### src/rtl/xbar_pkg.sv
// Shared definitions for the crossbar ingress slice: FSM state encoding and
// default widths used by crossbar_ingress and xbar_ingress_fifo.
package xbar_pkg;

  localparam int DEFAULT_M            = 4;
  localparam int DEFAULT_DW           = 32;
  localparam int DEFAULT_DEPTH        = 4;
  localparam int DEFAULT_STARVE_LIMIT = 8;

  typedef enum logic [1:0] {
    IDLE    = 2'd0,
    REQ     = 2'd1,
    BACKOFF = 2'd2
  } xbar_state_t;

endpackage : xbar_pkg

### src/rtl/xbar_ingress_fifo.sv
// Ingress queue for crossbar_ingress: circular buffer with read/write
// pointers that wrap modulo DEPTH and an occupancy count spanning 0..DEPTH.
// The head word reads as zero while the queue is empty, so nothing stale
// from before a reset can ever leak out.
module xbar_ingress_fifo
  import xbar_pkg::*;
#(
  parameter int W     = DEFAULT_DW,
  parameter int DEPTH = DEFAULT_DEPTH,
  localparam int CW   = $clog2(DEPTH + 1)
) (
  input  logic          clk,
  input  logic          rst_n,
  input  logic          push,
  input  logic [W-1:0]  wr_data,
  input  logic          pop,
  output logic [W-1:0]  rd_data,
  output logic [CW-1:0] count,
  output logic          full,
  output logic          empty
);

  localparam int AW = $clog2(DEPTH);

  logic [W-1:0]  mem [DEPTH];
  logic [AW-1:0] wr_ptr;
  logic [AW-1:0] rd_ptr;

  // storage write; contents need no reset because reads are gated by empty
  always_ff @(posedge clk) begin
    if (push) begin
      mem[wr_ptr] <= wr_data;
    end
  end

  // pointers and occupancy; a simultaneous push and pop leaves count as is
  always_ff @(posedge clk or negedge rst_n) begin
    if (!rst_n) begin
      wr_ptr <= '0;
      rd_ptr <= '0;
      count  <= '0;
    end else begin
      if (push) begin
        wr_ptr <= wr_ptr + AW'(1);
      end
      if (pop) begin
        rd_ptr <= rd_ptr + AW'(1);
      end
      if (push && !pop) begin
        count <= count + CW'(1);
      end else if (pop && !push) begin
        count <= count - CW'(1);
      end
    end
  end

  // status flags from the registered count, head word masked when empty
  always_comb begin
    full    = (count == CW'(DEPTH));
    empty   = (count == '0);
    rd_data = empty ? '0 : mem[rd_ptr];
  end

endmodule : xbar_ingress_fifo

### src/rtl/crossbar_ingress.sv
// Crossbar ingress port: queues upstream words and requests the crossbar
// arbiter for the head entry. A port left ungranted for STARVE_LIMIT request
// cycles drops its request for one BACKOFF cycle and pulses starve.
// Optional build macro XBAR_INGRESS_STATS_EN adds sent_cnt / stall_cnt.
module crossbar_ingress
  import xbar_pkg::*;
#(
  parameter int M            = DEFAULT_M,
  parameter int DW           = DEFAULT_DW,
  parameter int DEPTH        = DEFAULT_DEPTH,
  parameter int STARVE_LIMIT = DEFAULT_STARVE_LIMIT,
  localparam int DESTW       = (M > 1) ? $clog2(M) : 1
) (
  input  logic             clk,
  input  logic             rst_n,
  input  logic             in_valid,
  output logic             in_ready,
  input  logic [DW-1:0]    in_data,
  input  logic [DESTW-1:0] in_dest,
  output logic             req,
  output logic [DESTW-1:0] dest,
  output logic [DW-1:0]    data,
  input  logic             grant,
  output logic             starve
`ifdef XBAR_INGRESS_STATS_EN
  ,
  output logic [31:0]      sent_cnt,
  output logic [31:0]      stall_cnt
`endif
);

  localparam int CW  = $clog2(DEPTH + 1);
  localparam int WCW = $clog2(STARVE_LIMIT);

  xbar_state_t     state;
  xbar_state_t     next_state;
  logic [WCW-1:0]  wait_cnt;
  logic [CW-1:0]   fifo_count;
  logic            fifo_full;
  logic            fifo_empty;
  logic            push;
  logic            xfer;
  logic            wait_expired;

  // handshake qualifiers: accept when not full, transfer when granted in REQ
  always_comb begin
    in_ready     = !fifo_full;
    push         = in_valid && !fifo_full;
    xfer         = req && grant;
    wait_expired = (wait_cnt == WCW'(STARVE_LIMIT - 1));
  end

  xbar_ingress_fifo #(
    .W     (DESTW + DW),
    .DEPTH (DEPTH)
  ) u_fifo (
    .clk     (clk),
    .rst_n   (rst_n),
    .push    (push),
    .wr_data ({in_dest, in_data}),
    .pop     (xfer),
    .rd_data ({dest, data}),
    .count   (fifo_count),
    .full    (fifo_full),
    .empty   (fifo_empty)
  );

  // state register
  always_ff @(posedge clk or negedge rst_n) begin
    if (!rst_n) begin
      state <= IDLE;
    end else begin
      state <= next_state;
    end
  end

  // next state: request once the queue holds data, back off after a long wait
  always_comb begin
    next_state = state;
    unique case (state)
      IDLE: begin
        if (!fifo_empty) begin
          next_state = REQ;
        end
      end
      REQ: begin
        if (xfer) begin
          if (fifo_count == CW'(1) && !push) begin
            next_state = IDLE;
          end
        end else if (wait_expired) begin
          next_state = BACKOFF;
        end
      end
      BACKOFF: begin
        next_state = REQ;
      end
      default: begin
        next_state = IDLE;
      end
    endcase
  end

  // outputs: request only in REQ, starve marks the single BACKOFF cycle
  always_comb begin
    req    = 1'b0;
    starve = 1'b0;
    unique case (state)
      REQ:     req    = 1'b1;
      BACKOFF: starve = 1'b1;
      default: ;
    endcase
  end

  // count consecutive ungranted REQ cycles; any other cycle restarts the count
  always_ff @(posedge clk or negedge rst_n) begin
    if (!rst_n) begin
      wait_cnt <= '0;
    end else if (state == REQ && !grant && !wait_expired) begin
      wait_cnt <= wait_cnt + WCW'(1);
    end else begin
      wait_cnt <= '0;
    end
  end

`ifdef XBAR_INGRESS_STATS_EN
  // free-running transfer and stall counters, wrapping at 2^32
  always_ff @(posedge clk or negedge rst_n) begin
    if (!rst_n) begin
      sent_cnt  <= '0;
      stall_cnt <= '0;
    end else begin
      if (xfer) begin
        sent_cnt <= sent_cnt + 32'd1;
      end
      if (req && !grant) begin
        stall_cnt <= stall_cnt + 32'd1;
      end
    end
  end
`else
  // statistics counters are not built in this configuration
`endif

endmodule : crossbar_ingress

### config.mk
export PLATFORM = sky130hd
export DESIGN_NAME = crossbar_ingress
export DESIGN_NICKNAME = d
export VERILOG_FILES = /design/src/rtl/xbar_pkg.sv /design/src/rtl/xbar_ingress_fifo.sv /design/src/rtl/crossbar_ingress.sv
export SDC_FILE = /design/constraint.sdc
export NUM_CORES = 1
export LEC_CHECK = 0
export CORE_MARGIN = 4
export CORE_UTILIZATION = 50
export DETAILED_ROUTE_END_ITERATION = 12
export PLACE_DENSITY = 0.84
export REMOVE_ABC_BUFFERS = 1
export SLEW_MARGIN = 30
export SYNTH_ARGS = -nofsm -noshare
export SYNTH_HDL_FRONTEND = slang
export SYNTH_SLANG_ARGS = --single-unit
### constraint.sdc
create_clock -name clk -period 2.95 [get_ports clk]
set_input_delay 0.295 -clock clk [delete_from_list [all_inputs] [get_ports clk]]
set_output_delay 0.295 -clock clk [all_outputs]
set_load 0.005 [all_outputs]
==> results.cfg, run 1 <==
[global_route]
grt.overflow.total = 0
grt_pass1_wl_mm = 16.8
grtUsageMet3_pct = 5.12
grt_use_total_pct = 17.4
antenna_found_initial = 0
met2_usage_pct = 28.4
grt_max_degree = 36
top_usage_layer = met2
grtUsageMet1_pct = 22.2
grt_pass1_vias = 3022

[place]
gp_congestion = 0.736
port-buffer-count = 74
dpl.hpwl_mm = 6.68

[detailed_routing]
drt_wl_total_mm = 10.7
drtIter0Drc = 128
via_per_inst = 5.37
wire_per_inst_um = 20.4
drtAntennaViolNets = 0
num_vias = 2816
drc = 0
drtPass1Iterations = 4

[setup_path]
worstPathArrival_ps = 2380
critical_path_class = reg2out
required_ps = 2650
path_max_fanout = 23
r2r-end = u_fifo.mem[0][23]$_DFFE_PP_
reg2reg_depth = 5
r2r_slack_ps = 730
r2r-start = u_fifo.count[0]$_DFFE_PN0P_
cp-start-kind = flop
end_kind = primary output

[die]
ioPinCount = 75
die_area_um2 = 13400
die_h_um = 116
start_util_pct = 51.1
die_x_um = 116
rows = 39
fp.coreArea_um2 = 11400

[cts]
numCtsBuffers = 17
cts_tree = yes
cts_max_level = 4
cts_sinks = 148
clockRootBuffer = clkbuf_16
cts_hold_buf = 0
insertion_delay_ps = 410
cts_setup_buffers = 0
cts_max_path_buffers = 2
post_cts_resize_count = 0
clkTransAtPathRegs_ps = 50

[synthesis]
synth_fa_ha_area_share_pct = 2.37
synthMuxAreaShare_pct = 13.4
avgSynthCellArea_um2 = 21.0
synth-compound-area-share_pct = 0.496
yosysWarnings = 0
yosysUniqueCellTypes = 23
ys_seq_elements = 148
syn_inst = 277
ys_seq_area_share_pct = 75.5
synth_top_family_by_area = multiplexers
synthSimpleGateAreaFrac_pct = 5.63
synth_area_um2 = 5800
synth_xor_area_share_pct = 0.905

[layout]
nNetsFinal = 417
layout-drive-gt1-share_pct = 19.9
syn_to_final_growth_pct = 26.9
diodes = 0
final_util_pct = 64.8

[sta]
max_slew.worst_pin.slew_ps = 596
hold_viol_final = 0
setup-tns-final_ps = 0
fmaxAchievable_mhz = 374
rsz0062_at_grt = false
slew_violations = 0
fin_crit_sh_pct = 90.6
finalSetupViolCount = 0
skew_ps = 6.53
min_period_ps = 2670
slew_headroom_pct = 60.2

[pwr]
power_density_nw_per_um2 = 1030
power.leakage_nw = 2.52
total_power_mw = 7.60
ir_worst_vdd_v = 0.000652

[worst_hold_path]
hp-class = in2async

[job]
max_cap_violations = 0

[outcome]
status = complete, no violations
==> where the power goes <==
part	leakage (nW)	switching [mW]	internal (mW)
sequential	1.39	0.210	2.77
clock	0.276	0.757	1.31
combinational	0.850	1.02	1.52
total	2.52	1.99	5.61
==> final cells by class <==
class | count | area (µm²)
clock inverters | 13 | 140
fillers | 759 | 4000
well taps | 143 | 179
multi-input cells | 112 | 1330
repair buffers | 83 | 871
inverters | 6 | 22.5
flip-flops and latches | 148 | 4390
clock buffers | 19 | 433
==> worst max-delay path: stages (launching register included) <==
cell and delay [ps]:
dfrtp_2 750, buf_4 290, mux4_2 330, nor2b_1 140
clkdlybuf4s50_1 460
==> worst max-delay path by stage <==
stage                                 start                           to  slack (ps)
2_1_floorplan  u_fifo.rd_ptr[0]$_DFFE_PN0P_                      data[0]         380
3_3_place_gp                       in_valid  u_fifo.mem[0][20]$_DFFE_PP_         680
3_5_place_dp                       in_valid  u_fifo.mem[0][23]$_DFFE_PP_         650
4_1_cts        u_fifo.rd_ptr[1]$_DFFE_PN0P_                     data[30]         230
5_1_grt        u_fifo.rd_ptr[1]$_DFFE_PN0P_                      data[5]         150
6_report       u_fifo.rd_ptr[1]$_DFFE_PN0P_                     data[30]         280
==> metrics by stage <==
step | hold WS, ps | area (µm²) | cells | setup slack (ps)
after floorplan | -0.591 | 5730 | 266 | 383
final | 256 | 7370 | 524 | 278
after global placement | 434 | 6790 | 492 | 677
after global routing | 275 | 7370 | 524 | 152
after detailed placement | 450 | 6790 | 492 | 649
after CTS | 249 | 7370 | 524 | 230
==> flip-flops by register name, summed over array words and instances, names as in the netlist <==
name	count
state	2
u_fifo.count	3
u_fifo.mem	136
u_fifo.rd_ptr	2
u_fifo.wr_ptr	2
wait_cnt	3
==> synthesized netlist by cell type (all sizes together) <==
cell,n,area (µm²)
nor3,2,10.0
xnor2,4,35.0
o21ai,3,15.0
nor2,1,3.75
clkbuf,3,11.3
nor4,1,6.26
edfxtp,136,4080
nand2,5,18.8
nand2b,1,6.26
mux4,34,766
xor2,2,17.5
nor2b,37,231
nand3,1,5.00
a21boi,1,7.51
buf,8,65.1
inv,6,22.5
dfrtp,12,300
nor3b,1,7.51
mux2i,1,10.0
and2,6,37.5
o22ai,1,6.26
ha,11,138
==> cell families (layout without fill, tap and decap cells) <==
kind of cell | after synthesis | count (layout)
flip-flops | 148 | 148
AND/OR/NAND/NOR | 55 | 55
multiplexers | 35 | 35
buffers and inverters | 17 | 121
adder cells (fa/ha/maj) | 11 | 11
XOR/XNOR | 6 | 6
AO/OA/AOI/OAI | 5 | 5
==> metal layers <==
layer	part of all wire, %	up-vias
met4	1.5	0
met1	40	1436
met2	53	89
met3	5.5	14
li1	-	1277
met5	0	-
==> cells in the final DEF (no fill, tap or decap), types with 2 or more instances in the layout <==
| cell | n |
|---|---|
| and2_1 | 2 |
| and2_2 | 4 |
| buf_12 | 5 |
| buf_4 | 4 |
| bufinv_16 | 3 |
| clkbuf_1 | 2 |
| clkbuf_16 | 17 |
| clkdlybuf4s50_1 | 74 |
| clkinv_1 | 4 |
| clkinv_2 | 4 |
| clkinvlp_4 | 2 |
| dfrtp_1 | 10 |
| dfrtp_2 | 2 |
| edfxtp_1 | 136 |
| ha_1 | 11 |
| inv_1 | 6 |
| mux4_2 | 34 |
| nand2_1 | 5 |
| nor2b_1 | 36 |
| nor3_1 | 2 |
| o21ai_0 | 3 |
| xnor2_1 | 4 |
| xor2_1 | 2 |
Power figures use the tool's default switching activity.
==> run 2: changes to the inputs <==
Settings changed: SKIP_CTS_REPAIR_TIMING from default to 1, SLEW_MARGIN 30 to 10.
==> results of run 2 <==
Same layout as run 1: the final DEF is identical, and so are final timing and power.
